File: src/rtl/rtc_pkg.sv
// Shared definitions for the V3023 RTC transfer sequencer: FSM states, bus phases
// and well-known RTC register addresses.
package rtc_pkg;

   typedef enum logic [2:0] {
      ST_IDLE      = 3'd0,
      ST_FETCH     = 3'd1,
      ST_ADDR_XFER = 3'd2,
      ST_DATA_XFER = 3'd3,
      ST_DONE      = 3'd4
   } seq_state_e;

   typedef enum logic [2:0] {
      PH_IDLE   = 3'd0,
      PH_SETUP  = 3'd1,
      PH_STROBE = 3'd2,
      PH_HOLD   = 3'd3,
      PH_GAP    = 3'd4
   } bus_phase_e;

   localparam int unsigned RTC_ADDR_W = 8;

   localparam logic [RTC_ADDR_W-1:0] RTC_SEC          = 8'h21;
   localparam logic [RTC_ADDR_W-1:0] RTC_MIN          = 8'h22;
   localparam logic [RTC_ADDR_W-1:0] RTC_HOUR         = 8'h23;
   localparam logic [RTC_ADDR_W-1:0] RTC_XFER_RAM_CMD = 8'hF1;

endpackage

File: src/rtl/rtc_bus_cycle.sv
// One Intel-mode bus cycle: SETUP, STROBE, HOLD (PHASE_CYC clocks each) then a 1-clock GAP.
// A go in the GAP cycle chains the next transfer back-to-back.
module rtc_bus_cycle
   import rtc_pkg::*;
#(
   parameter int unsigned PHASE_CYC = 2
) (
   input  logic Clock,
   input  logic Reset,
   input  logic clr_i,
   input  logic go_i,
   input  logic rd_i,
   output logic cs_n_o,
   output logic wr_n_o,
   output logic rd_n_o,
   output logic last_strobe_o,
   output logic done_o
);

   localparam int unsigned CNT_W = (PHASE_CYC > 1) ? $clog2(PHASE_CYC) : 1;
   localparam logic [CNT_W-1:0] CNT_LAST = CNT_W'(PHASE_CYC - 1);

   bus_phase_e       phase_q, phase_d;
   logic [CNT_W-1:0] cnt_q, cnt_d;
   logic             rd_q, rd_d;
   logic             cs_n_q, cs_n_d;
   logic             wr_n_q, wr_n_d;
   logic             rd_n_q, rd_n_d;
   logic             last_q, last_d;
   logic             done_q, done_d;
   logic             phase_end_c;

   always_comb begin
      phase_d     = phase_q;
      cnt_d       = cnt_q;
      rd_d        = rd_q;
      phase_end_c = (cnt_q == CNT_LAST);

      case (phase_q)
         PH_SETUP: begin
            phase_d = phase_end_c ? PH_STROBE : PH_SETUP;
            cnt_d   = phase_end_c ? '0 : cnt_q + CNT_W'(1);
         end
         PH_STROBE: begin
            phase_d = phase_end_c ? PH_HOLD : PH_STROBE;
            cnt_d   = phase_end_c ? '0 : cnt_q + CNT_W'(1);
         end
         PH_HOLD: begin
            phase_d = phase_end_c ? PH_GAP : PH_HOLD;
            cnt_d   = phase_end_c ? '0 : cnt_q + CNT_W'(1);
         end
         default: phase_d = PH_IDLE;
      endcase

      if (go_i) begin
         phase_d = PH_SETUP;
         cnt_d   = '0;
         rd_d    = rd_i;
      end

      if (clr_i) begin
         phase_d = PH_IDLE;
         cnt_d   = '0;
         rd_d    = 1'b0;
      end

      // Outputs are decoded from the next phase so they are registered yet phase-aligned
      cs_n_d = !((phase_d == PH_SETUP) || (phase_d == PH_STROBE) || (phase_d == PH_HOLD));
      wr_n_d = !((phase_d == PH_STROBE) && !rd_d);
      rd_n_d = !((phase_d == PH_STROBE) && rd_d);
      last_d = (phase_d == PH_STROBE) && (cnt_d == CNT_LAST) && rd_d;
      done_d = (phase_d == PH_GAP);
   end

   always_ff @(posedge Clock) begin
      if (Reset) begin
         phase_q <= PH_IDLE;
         cnt_q   <= '0;
         rd_q    <= 1'b0;
         cs_n_q  <= 1'b1;
         wr_n_q  <= 1'b1;
         rd_n_q  <= 1'b1;
         last_q  <= 1'b0;
         done_q  <= 1'b0;
      end else begin
         phase_q <= phase_d;
         cnt_q   <= cnt_d;
         rd_q    <= rd_d;
         cs_n_q  <= cs_n_d;
         wr_n_q  <= wr_n_d;
         rd_n_q  <= rd_n_d;
         last_q  <= last_d;
         done_q  <= done_d;
      end
   end

   assign cs_n_o        = cs_n_q;
   assign wr_n_o        = wr_n_q;
   assign rd_n_o        = rd_n_q;
   assign last_strobe_o = last_q;
   assign done_o        = done_q;

endmodule

File: src/rtl/rtc_xfer_sequencer.sv
// Table-driven V3023 RTC transfer sequencer: per step an address write followed by a
// bank write, command write or bank read, using one shared bus-cycle generator.
module rtc_xfer_sequencer
   import rtc_pkg::*;
#(
   parameter int unsigned ADDR_W    = 8,
   parameter int unsigned REG_W     = 4,
   parameter int unsigned NUM_STEPS = 8,
   parameter int unsigned IDX_W     = 3,
   parameter int unsigned PHASE_CYC = 2
) (
   input  logic              Clock,
   input  logic              Reset,
   input  logic              Start,
   input  logic              Mode,
   input  logic [IDX_W:0]    NumSteps,
   input  logic              Abort,
   output logic [IDX_W-1:0]  StepIdx,
   input  logic [ADDR_W-1:0] StepAddr,
   input  logic [REG_W-1:0]  StepBank,
   input  logic              StepCmd,
   output logic [ADDR_W-1:0] Direccion,
   output logic [REG_W-1:0]  AddReg,
   output logic              AD,
   output logic              CS_n,
   output logic              WR_n,
   output logic              RD_n,
   output logic              SD,
   output logic              Cmd,
   output logic              RdLatch,
   output logic              Busy,
   output logic              Ready
);

   localparam logic [IDX_W:0] MAX_STEPS = (IDX_W + 1)'(NUM_STEPS);

   seq_state_e        state_q, state_d;
   logic [IDX_W-1:0]  idx_q, idx_d;
   logic [IDX_W:0]    num_q, num_d;
   logic              mode_q, mode_d;
   logic [ADDR_W-1:0] addr_q, addr_d;
   logic [REG_W-1:0]  bank_q, bank_d;
   logic              cmd_q, cmd_d;
   logic [ADDR_W-1:0] dir_q, dir_d;
   logic [REG_W-1:0]  add_reg_q, add_reg_d;
   logic              ad_q, ad_d;
   logic              sd_q, sd_d;
   logic              cmd_out_q, cmd_out_d;
   logic              busy_q, busy_d;
   logic              ready_q, ready_d;

   logic              go_c, rd_c, abort_c, bus_done_c;
   logic [IDX_W:0]    clamp_c;

   always_comb begin
      state_d = state_q;
      idx_d   = idx_q;
      num_d   = num_q;
      mode_d  = mode_q;
      addr_d  = addr_q;
      bank_d  = bank_q;
      cmd_d   = cmd_q;
      go_c    = 1'b0;
      abort_c = Abort && (state_q != ST_IDLE);
      clamp_c = (NumSteps > MAX_STEPS) ? MAX_STEPS : NumSteps;
      rd_c    = (state_q == ST_ADDR_XFER) && mode_q && !cmd_q;

      case (state_q)
         ST_IDLE: begin
            if (Start) begin
               mode_d  = Mode;
               num_d   = clamp_c;
               idx_d   = '0;
               state_d = (clamp_c == '0) ? ST_DONE : ST_FETCH;
            end
         end
         ST_FETCH: begin
            addr_d  = StepAddr;
            bank_d  = StepBank;
            cmd_d   = StepCmd;
            go_c    = 1'b1;
            state_d = ST_ADDR_XFER;
         end
         ST_ADDR_XFER: begin
            if (bus_done_c) begin
               go_c    = 1'b1;
               state_d = ST_DATA_XFER;
            end
         end
         ST_DATA_XFER: begin
            // Index saturates at the last executed step instead of wrapping
            if (bus_done_c) begin
               if (((IDX_W + 1)'(idx_q) + (IDX_W + 1)'(1)) < num_q) begin
                  idx_d   = idx_q + IDX_W'(1);
                  state_d = ST_FETCH;
               end else begin
                  state_d = ST_DONE;
               end
            end
         end
         default: state_d = ST_IDLE;
      endcase

      if (abort_c) begin
         state_d = ST_IDLE;
         idx_d   = '0;
         go_c    = 1'b0;
      end

      dir_d     = (state_d == ST_ADDR_XFER) ? addr_d : '0;
      add_reg_d = (state_d == ST_DATA_XFER) ? bank_d : '0;
      ad_d      = (state_d == ST_DATA_XFER);
      sd_d      = (state_d == ST_ADDR_XFER) ||
                  ((state_d == ST_DATA_XFER) && !(mode_d && !cmd_d));
      cmd_out_d = (state_d == ST_DATA_XFER) && cmd_d;
      busy_d    = (state_d != ST_IDLE);
      ready_d   = (state_d == ST_DONE);
   end

   always_ff @(posedge Clock) begin
      if (Reset) begin
         state_q   <= ST_IDLE;
         idx_q     <= '0;
         num_q     <= '0;
         mode_q    <= 1'b0;
         addr_q    <= '0;
         bank_q    <= '0;
         cmd_q     <= 1'b0;
         dir_q     <= '0;
         add_reg_q <= '0;
         ad_q      <= 1'b0;
         sd_q      <= 1'b0;
         cmd_out_q <= 1'b0;
         busy_q    <= 1'b0;
         ready_q   <= 1'b0;
      end else begin
         state_q   <= state_d;
         idx_q     <= idx_d;
         num_q     <= num_d;
         mode_q    <= mode_d;
         addr_q    <= addr_d;
         bank_q    <= bank_d;
         cmd_q     <= cmd_d;
         dir_q     <= dir_d;
         add_reg_q <= add_reg_d;
         ad_q      <= ad_d;
         sd_q      <= sd_d;
         cmd_out_q <= cmd_out_d;
         busy_q    <= busy_d;
         ready_q   <= ready_d;
      end
   end

   rtc_bus_cycle #(
      .PHASE_CYC(PHASE_CYC)
   ) u_bus (
      .Clock        (Clock),
      .Reset        (Reset),
      .clr_i        (abort_c),
      .go_i         (go_c),
      .rd_i         (rd_c),
      .cs_n_o       (CS_n),
      .wr_n_o       (WR_n),
      .rd_n_o       (RD_n),
      .last_strobe_o(RdLatch),
      .done_o       (bus_done_c)
   );

   assign StepIdx   = idx_q;
   assign Direccion = dir_q;
   assign AddReg    = add_reg_q;
   assign AD        = ad_q;
   assign SD        = sd_q;
   assign Cmd       = cmd_out_q;
   assign Busy      = busy_q;
   assign Ready     = ready_q;

endmodule

File: config.mk
export PLATFORM = sky130hd
export DESIGN_NAME = rtc_xfer_sequencer
export DESIGN_NICKNAME = d
export VERILOG_FILES = /design/src/rtl/rtc_pkg.sv /design/src/rtl/rtc_bus_cycle.sv /design/src/rtl/rtc_xfer_sequencer.sv
export SDC_FILE = /design/constraint.sdc
export NUM_CORES = 1
export LEC_CHECK = 0
export BUFFER_PORTS_ARGS = -buffer_cell sky130_fd_sc_hd__buf_4
export CORE_UTILIZATION = 45
export CTS_BUF_LIST = sky130_fd_sc_hd__clkbuf_4 sky130_fd_sc_hd__clkbuf_8
export DETAILED_ROUTE_END_ITERATION = 6
export PLACE_DENSITY = 0.68
export SYNTH_ARGS = -nofsm -noshare
export SYNTH_HDL_FRONTEND = slang
export SYNTH_SLANG_ARGS = --single-unit
File: constraint.sdc
create_clock -name Clock -period 2.3 [get_ports Clock]
set_input_delay 0.46 -clock Clock [delete_from_list [all_inputs] [get_ports Clock]]
set_output_delay 0.46 -clock Clock [all_outputs]
set_load 0.05 [all_outputs]
==> summary.md <==
| Metric | Value |
|---|---|
| Inserted Clock Buffers | `5` |
| Seq cells post-synth | `51` |
| Syn avg cell area | `9.60 um2` |
| Seq/Total Area, Yosys | `49.5%` |
| Crit Path Category | `flip-flop to flip-flop` |
| HPWL after DPL | `3000 um` |
| Max Cap Viol | `0` |
| Skew-Pair Late Insertion Delay | `0.30 ns` |
| Reg2Reg Depth | `7` |
| Flop pwr share | `53.0%` |
| Fmax | `463 MHz` |
| Critical R2R Capture | `Busy` |
| Critical Path Start Type | `flip-flop` |
| Critical Path End Type | `flip-flop` |
| Setup TNS | `0 ns` |
| Drt wl/cell | `13.4 um` |
| Crit path capture | `Busy` |
| Crit path from | `StepIdx[0]` |
| Number of synthesized flops with an enable pin | `0` |
| Final Wtd Congestion | `0.754` |
| WP data required | `2.47 ns` |
| Ranking of synthesized cells by area | `dfxtp_1 (49%), nand2_1 (4.7%), a21oi_1 (4.1%)` |
| Post_cts resized | `0` |
| Largest net degree at the start of global routing | `32` |
| Pwr Density | `680 nW/um2` |
| Clk root buf | `clkbuf_8` |
| Hold Vio Cnt, Final | `0` |
| LEAKAGE | `0.00106 uW` |
| Switching Share | `23.7%` |
| Ant. Diodes | `0` |
| CP Max Fanout | `6` |
| Share of layout cells above drive strength 1 | `26.7%` |
| Total grt overflow | `0` |
| Commonest cells post-synth | `dfxtp_1 (51), nand2_1 (26), a21oi_1 (17)` |
| Synth Warn # | `0` |
| Core ar. | `4380 um2` |
| Biggest area consumer among synthesized cells | `dfxtp_1` |
| Layout Nets | `288` |
| Tcrit/Tclk final | `93.9%` |
| Area fraction of the dominant cell type after synthesis | `49.5%` |
| Hold WS | `0.415 ns` |
| RR Startpoint | `StepIdx[0]` |
| Switching pwr | `414 uW` |
| Slew Viols, Final | `0` |
| Vias in the first global route | `1,642` |
| R2R Setup Slk | `0.14 ns` |
| Worst EP arrival | `2.33 ns` |
| Endpoints failing setup | `0` |
| CTS max path bufs | `2` |
| Internal power | `1340 uW` |
| H-tree levels | `2` |
| I/O pin total | `46` |
| Count leader, synth | `dfxtp_1` |
| Antenna violations before repair | `0` |
| DRC violations left | `0` |
| # hold bufs at CTS | `0` |
| Maximum vdd drop | `397 uV` |
| Port bufs | `45` |
| Global-route wire length before repair | `7030 um` |
| Finished Layout Cells | `314` |
| Num Clock Sinks | `51` |
| Vias per Instance | `5.42` |
| Via count | `1,702` |
| Drt total wl | `4220 um` |
| Post-DRT Antenna Nets | `0` |
| Cell area after synthesis | `2060 um2` |
| Status | `finished clean` |
| Placed cells | `307` |
| Clock slew seen by the registers of the worst setup and hold paths | `0.09 ns` |
| Distinct cells, synth | `53` |
| Mapped Cells | `215` |
| Chip Height | `69.7 um` |
| GRT Total Usage | `18.4%` |
| Asr flop ratio synth | `0%` |
| Row cnt | `24` |
| Placed Area | `2460 um2` |
| Comb pwr share | `12.5%` |
| Filler cell count | `430` |
| Worst Skew | `0.00456 ns` |
| Fin area | `2570 um2` |
| Relative slew slack | `62.7%` |
| CTS tree | `yes` |
| Period minus WS final | `2.16 ns` |
| Worst Max-Slew Pin Slew | `0.559 ns` |
| Initial Utilization | `47.1%` |
| Min-delay worst type | `input port to flip-flop` |
| Clock group share of total power | `34.5%` |
| RSZ-0062 raised after global routing | `no` |
| Area grow syn2layout | `24.7%` |
| Die ar. | `4860 um2` |
| DRT iter0 DRCs | `62` |
| Die width | `69.7 um` |
| Synthesized Nets | `241` |
| Setup Buffers After CTS | `0` |
| TritonRoute pass-1 iters | `4` |
| Top_reg_cell synth | `dfxtp_1` |
[metrics by stage]
| step | setup WS (ns) | util [%] | total power (uW) |
|---|---|---|---|
| 3_5_place_dp | 0.106 | 56.1 | 1170 |
| 3_3_place_gp | 0.180 | 56.1 | 1160 |
| 5_1_grt | 0.00781 | 58.7 | 1820 |
| 4_1_cts | 0.102 | 58.5 | 1760 |
| 6_report | 0.140 | 58.7 | 1750 |
| 2_1_floorplan | 0.167 | - | 1090 |
[critical path: stages, from the launching register on]
cell and delay (ns):
dfxtp_2 0.35, ha_1 0.24, xor2_1 0.15, ha_1 0.20, or3_1 0.38, o22a_1 0.26
a22oi_1 0.29, a41oi_1 0.16
[flip-flops by register name (all words and copies together) (netlist names), 3 cells and up]
| signal | count |
|---|---|
| u_bus.phase_q | 3 |
| Direccion | 8 |
| addr_q | 8 |
| AddReg | 4 |
| StepIdx | 3 |
| bank_q | 4 |
| state_q | 3 |
| num_q | 4 |
[layout by cell type, fill, tap and decap left out, drive strengths merged, types with 7 or more instances in the layout]
| master | Yosys | routed |
|---|---|---|
| a21oi | 17 | 17 |
| nand2 | 27 | 27 |
| nor4 | 7 | 7 |
| nor2 | 15 | 15 |
| mux2i | 7 | 7 |
| nand3b | 7 | 7 |
| buf | 4 | 50 |
| and2 | 8 | 8 |
| dfxtp | 51 | 51 |
[how the worst min path moves through the flow]
stage	from	to	slack, ns	cells after the start
floorplan	num_q[0]	num_q[0]	0.43	2
global placement	num_q[3]	num_q[3]	0.44	2
detailed placement	addr_q[1]	addr_q[1]	0.45	2
CTS	StepAddr[7]	addr_q[7]	0.42	3
global route	StepBank[1]	bank_q[1]	0.42	3
finish	Mode	mode_q	0.42	3
[power by group through the flow]
stage	Sequential (uW)	Clock (uW)	Combinational, uW
floorplan	964	0	127
global placement	948	0	214
detailed placement	949	0	216
CTS	929	614	217
global route	932	646	242
finish	928	604	218
[cells by family after synthesis]
| logic type | count (synthesis) | share of synthesized area (%) |
|---|---|---|
| XOR/XNOR | 2 | 0.849 |
| adder cells (fa/ha/maj) | 4 | 2.42 |
| AND/OR/NAND/NOR | 93 | 26.1 |
| AO/OA/AOI/OAI | 42 | 14.4 |
| flip-flops | 51 | 49.5 |
| multiplexers | 7 | 3.39 |
| buffers and inverters | 16 | 3.39 |
[area by class of cell]
cell class	count	area, um2	share of cell area (%)
tap	52	65.1	2.53
multi-input combinational	148	981	38.1
clock buffer	6	76.3	2.97
sequential	51	1020	39.8
timing repair buffer	50	375	14.6
inverter	6	22.5	0.875
clock inverter	1	30.0	1.17
[routing by layer]
layer	global-route usage, %	part of all wire [%]	vias to the layer above
met1	23.0	47	804
met2	29.9	47	36
li1	-	-	856
met4	8.22	1.3	0
met3	4.51	4.6	6
met5	0	0	-
Note: power is estimated with default switching activity, not from simulation.
